### src/rtl/ctrl_pkg.sv
// Shared encodings for the multi-cycle control unit: FSM states, ALU selects and RV32I opcodes.
package ctrl_pkg;

  typedef enum logic [2:0] {
    ST_RESET  = 3'd0,
    ST_FETCH  = 3'd1,
    ST_DECODE = 3'd2,
    ST_EXEC   = 3'd3,
    ST_MEM    = 3'd4,
    ST_WB     = 3'd5
  } state_e;

  typedef enum logic [1:0] {
    ALU_ADD    = 2'b00,
    ALU_SUB    = 2'b01,
    ALU_RFUNCT = 2'b10,
    ALU_IFUNCT = 2'b11
  } alu_op_e;

  typedef enum logic [1:0] {
    SRCB_RS2  = 2'b00,
    SRCB_FOUR = 2'b01,
    SRCB_IMM  = 2'b10
  } alu_src_b_e;

  // instruction[6:2] values, shared with the single-cycle control_unit
  localparam logic [4:0] OPCODE_LOAD   = 5'b00000;
  localparam logic [4:0] OPCODE_IARITH = 5'b00100;
  localparam logic [4:0] OPCODE_STORE  = 5'b01000;
  localparam logic [4:0] OPCODE_RTYPE  = 5'b01100;
  localparam logic [4:0] OPCODE_BRANCH = 5'b11000;

  function automatic logic opcode_supported(input logic [4:0] op);
    return (op == OPCODE_LOAD)  || (op == OPCODE_IARITH) || (op == OPCODE_STORE) ||
           (op == OPCODE_RTYPE) || (op == OPCODE_BRANCH);
  endfunction

endpackage

### src/rtl/multicycle_control_unit_mem_wait_timer.sv
// Wait-cycle counter for an outstanding memory request; flags expiry on the TIMEOUT_CYCLES-th cycle.
module mem_wait_timer #(
  parameter int unsigned TIMEOUT_CYCLES = 16
) (
  input  logic clk_i,
  input  logic rst_n_i,
  input  logic clr_i,
  input  logic en_i,
  output logic expired_o
);

  localparam int unsigned CNT_W = (TIMEOUT_CYCLES > 2) ? $clog2(TIMEOUT_CYCLES) : 1;
  localparam logic [CNT_W-1:0] LAST = CNT_W'(TIMEOUT_CYCLES - 1);

  logic [CNT_W-1:0] cnt_q, cnt_d;

  always_comb begin
    cnt_d = cnt_q;
    if (clr_i)     cnt_d = '0;
    else if (en_i) cnt_d = cnt_q + CNT_W'(1);
  end

  always_ff @(posedge clk_i or negedge rst_n_i) begin
    if (!rst_n_i) cnt_q <= '0;
    else          cnt_q <= cnt_d;
  end

  // count holds the cycles already waited, so LAST marks the threshold cycle itself
  assign expired_o = (cnt_q == LAST);

endmodule

### src/rtl/multicycle_control_unit.sv
// Multi-cycle RV32I control FSM with unified-memory req/ack handshake and retire counter.
// Optional memory-abort timeout enabled by defining CTRL_MEM_TIMEOUT_EN.
module multicycle_control_unit
  import ctrl_pkg::*;
#(
  parameter int unsigned TIMEOUT_CYCLES = 16,
  parameter int unsigned RET_CNT_W      = 32
) (
  input  logic                 clk_i,
  input  logic                 rst_n_i,
  input  logic [4:0]           opcode_i,
  input  logic                 mem_ack_i,
  output logic                 mem_req_o,
  output logic                 mem_wr_o,
  output logic                 iord_o,
  output logic                 ir_wr_o,
  output logic                 pc_wr_o,
  output logic                 branch_o,
  output logic                 pc_src_o,
  output logic                 alu_src_a_o,
  output logic [1:0]           alu_src_b_o,
  output logic [1:0]           alu_op_o,
  output logic                 mem_to_reg_o,
  output logic                 reg_wr_o,
  output logic                 illegal_o,
  output logic                 instr_done_o,
  output logic [RET_CNT_W-1:0] ret_cnt_o,
  output logic                 mem_timeout_o,
  output logic [2:0]           state_o
);

  if (TIMEOUT_CYCLES < 2) begin : g_bad_timeout
    $error("TIMEOUT_CYCLES must be at least 2");
  end

  state_e                 state_q, state_d;
  logic [4:0]             op_q, op_d;
  logic [RET_CNT_W-1:0]   ret_q, ret_d;
  alu_op_e                alu_op;
  alu_src_b_e             alu_src_b;
  logic                   timeout;

`ifdef CTRL_MEM_TIMEOUT_EN
  logic req_state;
  logic expired;

  assign req_state = (state_q == ST_FETCH) || (state_q == ST_MEM);

  // clearing on timeout makes a FETCH retry start a fresh wait window
  mem_wait_timer #(
    .TIMEOUT_CYCLES(TIMEOUT_CYCLES)
  ) u_mem_wait_timer (
    .clk_i    (clk_i),
    .rst_n_i  (rst_n_i),
    .clr_i    (~req_state | mem_ack_i | timeout),
    .en_i     (req_state & ~mem_ack_i),
    .expired_o(expired)
  );

  assign timeout = req_state & ~mem_ack_i & expired;
`else
  assign timeout = 1'b0;
`endif

  always_comb begin
    state_d      = state_q;
    mem_req_o    = 1'b0;
    mem_wr_o     = 1'b0;
    iord_o       = 1'b0;
    ir_wr_o      = 1'b0;
    pc_wr_o      = 1'b0;
    branch_o     = 1'b0;
    pc_src_o     = 1'b0;
    alu_src_a_o  = 1'b0;
    alu_src_b    = SRCB_RS2;
    alu_op       = ALU_ADD;
    mem_to_reg_o = 1'b0;
    reg_wr_o     = 1'b0;
    illegal_o    = 1'b0;
    instr_done_o = 1'b0;

    unique case (state_q)
      ST_RESET: state_d = ST_FETCH;

      ST_FETCH: begin
        if (timeout) begin
          state_d = ST_FETCH;
        end else begin
          mem_req_o = 1'b1;
          if (mem_ack_i) begin
            ir_wr_o   = 1'b1;
            pc_wr_o   = 1'b1;
            alu_src_b = SRCB_FOUR;
            state_d   = ST_DECODE;
          end
        end
      end

      ST_DECODE: begin
        alu_src_b = SRCB_IMM;
        if (opcode_supported(opcode_i)) begin
          state_d = ST_EXEC;
        end else begin
          illegal_o = 1'b1;
          state_d   = ST_FETCH;
        end
      end

      ST_EXEC: begin
        alu_src_a_o = 1'b1;
        state_d     = ST_FETCH;
        unique case (op_q)
          OPCODE_RTYPE: begin
            alu_op  = ALU_RFUNCT;
            state_d = ST_WB;
          end
          OPCODE_IARITH: begin
            alu_src_b = SRCB_IMM;
            alu_op    = ALU_IFUNCT;
            state_d   = ST_WB;
          end
          OPCODE_LOAD, OPCODE_STORE: begin
            alu_src_b = SRCB_IMM;
            state_d   = ST_MEM;
          end
          OPCODE_BRANCH: begin
            alu_op       = ALU_SUB;
            branch_o     = 1'b1;
            pc_src_o     = 1'b1;
            instr_done_o = 1'b1;
          end
          default: state_d = ST_FETCH;
        endcase
      end

      ST_MEM: begin
        if (timeout) begin
          state_d = ST_FETCH;
        end else begin
          mem_req_o = 1'b1;
          iord_o    = 1'b1;
          mem_wr_o  = (op_q == OPCODE_STORE);
          if (mem_ack_i) begin
            if (op_q == OPCODE_LOAD) begin
              state_d = ST_WB;
            end else begin
              instr_done_o = (op_q == OPCODE_STORE);
              state_d      = ST_FETCH;
            end
          end
        end
      end

      ST_WB: begin
        reg_wr_o     = 1'b1;
        mem_to_reg_o = (op_q == OPCODE_LOAD);
        instr_done_o = 1'b1;
        state_d      = ST_FETCH;
      end

      default: state_d = ST_RESET;
    endcase
  end

  always_comb begin
    op_d  = (state_q == ST_DECODE) ? opcode_i : op_q;
    ret_d = instr_done_o ? ret_q + RET_CNT_W'(1) : ret_q;
  end

  always_ff @(posedge clk_i or negedge rst_n_i) begin
    if (!rst_n_i) begin
      state_q <= ST_RESET;
      op_q    <= '0;
      ret_q   <= '0;
    end else begin
      state_q <= state_d;
      op_q    <= op_d;
      ret_q   <= ret_d;
    end
  end

  assign alu_src_b_o   = alu_src_b;
  assign alu_op_o      = alu_op;
  assign ret_cnt_o     = ret_q;
  assign mem_timeout_o = timeout;
  assign state_o       = state_q;

endmodule

### config.mk
export PLATFORM = sky130hd
export DESIGN_NAME = multicycle_control_unit
export DESIGN_NICKNAME = d
export VERILOG_FILES = /design/src/rtl/ctrl_pkg.sv /design/src/rtl/multicycle_control_unit_mem_wait_timer.sv /design/src/rtl/multicycle_control_unit.sv
export SDC_FILE = /design/constraint.sdc
export NUM_CORES = 1
export LEC_CHECK = 0
export ABC_AREA = 1
export BUFFER_PORTS_ARGS = -buffer_cell sky130_fd_sc_hd__buf_4
export CORE_ASPECT_RATIO = 1.5
export CORE_MARGIN = 4
export CORE_UTILIZATION = 40
export CTS_CLUSTER_DIAMETER = 40
export CTS_CLUSTER_SIZE = 10
export DETAILED_ROUTE_END_ITERATION = 10
export GPL_TIMING_DRIVEN = 0
export SETUP_SLACK_MARGIN = 0.4
export SLEW_MARGIN = 10
export SYNTH_ARGS = -nofsm -noshare
export SYNTH_HDL_FRONTEND = slang
export SYNTH_HIERARCHICAL = 1
export SYNTH_SLANG_ARGS = --single-unit
### constraint.sdc
create_clock -name clk_i -period 2 [get_ports clk_i]
set_clock_uncertainty 0.1 [all_clocks]
set_input_delay 0.1 -clock clk_i [delete_from_list [all_inputs] [get_ports clk_i]]
set_output_delay 0.1 -clock clk_i [all_outputs]
set_load 0.01 [all_outputs]
== Word-level counts from Yosys, hierarchy flattened ==
Cells that the tools add are included.

* Output and inout bits: 52
* Register bits: 40
* Input bits: 8

* Equal/unequal tests: 15
* Add/subtract/negate cells: 1
* Multiplexer cells: 26
* Reduce and logical (&&, ||, !) cells: 13

{| class="wikitable"
|+ Operators with widths
! cell !! count
|-
| $add 32x1->32 const B || 1
|-
| $eq 5x4->1 const B || 4
|-
| $mux 1 || 15
|-
| $pmux 3 s5 || 1
|-
| $pmux 2 s3 || 2
|-
| $eq 5x3->1 const B || 2
|-
| $eq 5x5->1 const B || 2
|-
| $logic_not 5->1 || 2
|-
| $mux 3 || 3
|-
| $reduce_or 2->1 || 4
|-
| $eq 3x2->1 const B || 2
|-
| $eq 3x3->1 const B || 2
|-
| $mux 2 || 3
|-
| $pmux 3 s2 || 1
|-
| $logic_or 1x1->1 || 4
|-
| $ne 2x2->1 const B || 2
|-
| $eq 3x1->1 const B || 1
|-
| $logic_not 3->1 || 1
|-
| $pmux 1 s3 || 1
|-
| $reduce_or 3->1 || 1
|-
| $reduce_and 2->1 || 1
|}

== Longest topological paths before layout ==
* Depth after elaboration: 7
* Gate-level depth with buffers: 10

== Least setup slack after synthesis ==
OpenSTA, ideal clock, no wires.

* Path type: reg2reg
* Start point: register ret_q[0] (netlist: ret_cnt_o[0])
* End point: register ret_q[22] (netlist: ret_cnt_o[22])
* Cell stages (with the launch flop): 11
* Setup time: 0.117 ns
* Path buffers: 0
* Path slack: 0.332 ns
* Data arrival time: 1.451 ns
* Clock period less this slack: 1.668 ns
* Cells stage by stage: dfrtp_1 > ha_1 > inv_1 > nor2_4 > nand2_1 > nor2_1 > nand2_1 > nor2_1 > nand2_1 > nand2_1 > nand2_1

* Cells in the longest elaborated chain, start to end: 1

{| class="wikitable"
|+ RTL lines
! what !! RTL line !! text
|-
| start, declared || multicycle_control_unit.sv:38 || <nowiki>logic [RET_CNT_W-1:0] ret_q, ret_d;</nowiki>
|-
| start signal, assigned || multicycle_control_unit.sv:178 || <nowiki>ret_q <= ret_d;</nowiki>
|-
| $add 32x1->32 || multicycle_control_unit.sv:167 || <nowiki>ret_d = instr_done_o ? ret_q + RET_CNT_W'(1) : ret_q;</nowiki>
|}

No other way between the ends.
A chain may end at the register's enable or synchronous reset.

== Worst setup path in the final report ==
* Start point: register state_q[1] (netlist: state_o[1])
* End point: output instr_done_o

* Cells in the longest elaborated chain, start to end: 2

{| class="wikitable"
|+ RTL lines
! what !! RTL line !! text
|-
| start, declared || multicycle_control_unit.sv:36 || <nowiki>state_e state_q, state_d;</nowiki>
|-
| start signal, assigned || multicycle_control_unit.sv:176 || <nowiki>state_q <= state_d;</nowiki>
|-
| $eq 3x3->1 / $eq 3x2->1 (equally long branches) || multicycle_control_unit.sv:82 || <nowiki>unique case (state_q)</nowiki>
|-
| $pmux 1 s3 * || multicycle_control_unit.sv:82 ||
|-
| end, declared || multicycle_control_unit.sv:26 || <nowiki>output logic instr_done_o,</nowiki>
|}

Mark *: on every way between the ends. The rest lies on a longest branch, timed or not.

==> results.sh <==
export IMPL_synthCells=395
export IMPL_gr_usage_met3_pct=3.406
export IMPL_finalSetupTns_ns=0
export IMPL_drtIter0Drc=119
export IMPL_worstPathRequired_ns=1.80
export IMPL_fillerInstances=588
export IMPL_path_class="register to output port"
export IMPL_dp_hpwl_mm=5.472
export IMPL_drv_slew=0
export IMPL_drtPass1Iterations=6
export IMPL_max_slew_margin_rel_pct=63.59
export IMPL_io_buffers=58
export IMPL_ys_warnings_count=6
export IMPL_path_max_fanout=6
export IMPL_htreeDepth=2
export IMPL_clk_pin_slew_worst_paths_ns=0.09
export IMPL_clkPwrFrac_pct=17.9
export IMPL_final_setup_viol_count=0
export IMPL_gr_usage_met2_pct=37.63
export IMPL_ys_ff_latch=40
export IMPL_die_area_um2=7829
export IMPL_cts_tree="yes"
export IMPL_syn2layout_area_growth_pct=51.24
export IMPL_hold_violations=0
export IMPL_initial_core_util_pct=41.51
export IMPL_cp_end_kind="output port"
export IMPL_grt_pass1_vias=2715
export IMPL_pin_count=60
export IMPL_final_cell_area_um2=3904
export IMPL_power_w=0.003168
export IMPL_synth_area_leaders="dfrtp_1, nand2_1, nor2_1"
export IMPL_worst_slew_pin_slew_ns=0.5461
export IMPL_grt_overflow_total=0
export IMPL_p_sw_w=0.001233
export IMPL_arrival_ns=1.59
export IMPL_synth_top_cell_area_share_pct=38.78
export IMPL_pre_cts_ws_ns=0.1890
export IMPL_setup_ws_ns=0.2081
export IMPL_power_frac_comb_pct=49.5
export IMPL_netlist_area_um2=2581
export IMPL_ir_worst_vdd_mv=0.7467
export IMPL_leakagePower_nw=1.866
export IMPL_grtUsageTotal_pct=20.78
export IMPL_cts_buffers=5
export IMPL_place_congestion=0.9106
export IMPL_grtUsageMet1_pct=21.83
export IMPL_clock_sinks=40
export IMPL_clkLatencyLatePin_ns=0.30
export IMPL_cap_violations=0
export IMPL_min_path_type="input pin to asynchronous set/reset pin"
export IMPL_drt_vias_per_instance=4.953
export IMPL_rsz0062_at_grt="yes"
export IMPL_syn_nets=404
export IMPL_wl_per_cell_um=14.35
export IMPL_drc=0
export IMPL_r2r_end="ret_cnt_o[11]$_DFFE_PN0P_"
export IMPL_syn_mean_instance_area_um2=6.535
export IMPL_fin_nets=511
export IMPL_placed_cell_area_um2=3119
export IMPL_p_int_w=0.001935
export IMPL_ys_seq_area_share_pct=38.78
export IMPL_die_h_um=106.4
export IMPL_fmax_mhz=558.1
export IMPL_cts_root_buf="clkbuf_8"
export IMPL_sw_frac_of_total_pct=38.92
export IMPL_drtAntennaViolNets=0
export IMPL_core_area_um2=6218
export IMPL_grt_pass1_wl_mm=12.68
export IMPL_layout_common_cells="nand2_1, buf_4, nor2_1"
export IMPL_grt_busiest_layer="met2"
export IMPL_final_util_pct=62.78
export IMPL_route_vias_total=2858
export IMPL_startpoint_type="register"
export IMPL_status="complete, no violations"
export IMPL_r2r_slack_ns=0.27
export IMPL_num_rows=35
export IMPL_p_per_area_nw_per_um2=811.4
export IMPL_min_period_ns=1.792
export IMPL_rr_startpoint="state_o[1]$_DFFE_PN0P_"
export IMPL_clock_path_buffers=2
export IMPL_wirelength_mm=8.278
export IMPL_final_common_cell="nand2_1"
export IMPL_ys_types=25
export IMPL_fin_crit_sh_pct=89.60
export IMPL_drive_gt1_share_pct=32.60
export IMPL_worstRegToRegCells=11
export IMPL_power_frac_seq_pct=32.6
export IMPL_yosysTopAreaCell="dfrtp_1"
export IMPL_antenna_found_initial=0
export IMPL_grt_start_max_net_pins=41
export IMPL_diodes=0
export IMPL_die_x_um=73.59
[critical path, stage by stage (launching register included)]
cell and delay (ns):
dfrtp_1 0.39, buf_6 0.14, inv_4 0.06, nand3_4 0.08, nor2_1 0.11, nand3b_1 0.09
nand2_2 0.11, buf_6 0.12, buf_8 0.10, buf_6 0.09
[synth_stat cells]
master and count:
nor2_2 2, nor2_1 60, nand2_1 175, buf_6 2, nand4_1 3, nor2_4 2, inv_2 5, xor2_1 11
buf_8 1, dfrtp_1 40, nor3_2 1, nor3_1 3, inv_1 31, conb_1 1, o21ai_0 16, a21oi_1 3
o22ai_1 1, buf_4 5, buf_2 2, nand3_2 2, nand3b_1 9, nand2_2 1, nand3_1 17, ha_1 1
nor4_1 1
[worst max path at each step]
stage,startpoint,to,depth (start not counted)
after floorplan,ret_cnt_o[0]$_DFFE_PN0P_,ret_cnt_o[22]$_DFFE_PN0P_,10
after CTS,op_q[0]$_DFFE_PN0P_,instr_done_o,7
after global routing,state_o[1]$_DFFE_PN0P_,instr_done_o,9
final,state_o[1]$_DFFE_PN0P_,instr_done_o,9
after global placement,ret_cnt_o[0]$_DFFE_PN0P_,ret_cnt_o[22]$_DFFE_PN0P_,10
after detailed placement,ret_cnt_o[0]$_DFFE_PN0P_,ret_cnt_o[22]$_DFFE_PN0P_,10
[power by group through the flow]
stage	registers, W	clock network, W	logic [W]
2_1_floorplan	0.00104	0	0.000521
3_3_place_gp	0.00103	0	0.000883
3_5_place_dp	0.00103	0	0.000891
4_1_cts	0.00103	0.000582	0.00128
5_1_grt	0.00105	0.000608	0.00169
6_report	0.00103	0.000568	0.00157
[flip-flops by register name, summed over array words and instances (netlist names)]
signal	cells
op_q	5
state_o	3
ret_cnt_o	32
[final cells by class]
cell class	count	area, um2	share of cell area, %
multi-input combinational	309	1548	39.65
sequential	40	1005	25.74
buffer	10	123.9	3.173
tap	74	92.59	2.372
clock buffer	5	68.82	1.763
clock inverter	3	23.77	0.6090
inverter	36	150.1	3.846
timing repair buffer	100	892.1	22.85
[metal layers]
layer,vias up,part of all wire (%)
met4,0,5.5
met3,31,5.2
li1,1438,-
met2,95,53
met5,-,0
met1,1294,37
[per-stage QoR]
stage	hold slack (ns)	instances
floorplan	-0.2956	395
global placement	0.01965	527
detailed placement	0.01669	527
CTS	0.2317	566
global route	0.2502	577
finish	0.2179	577
[cells by family after synthesis]
| family | after synthesis | share of synthesized area [%] |
|---|---|---|
| fa+ha+maj | 1 | 0.4847 |
| simple gates | 276 | 44.40 |
| buf+inv | 46 | 8.531 |
| flops | 40 | 38.78 |
| xor+xnor | 11 | 3.732 |
| other cells | 1 | 0.1453 |
| compound gates | 20 | 3.926 |
[repair_timing]
action                     in CTS  in global routing
setup endpoints to repair      39                 43
hold endpoints to repair       47                  0
cloned                          3                  2
hold buffers                    7                  0
setup buffers                  21                  9
pin swaps                      11                 17
gates resized for setup        42                 51
No activity file was read; power rests on OpenSTA's default activity.
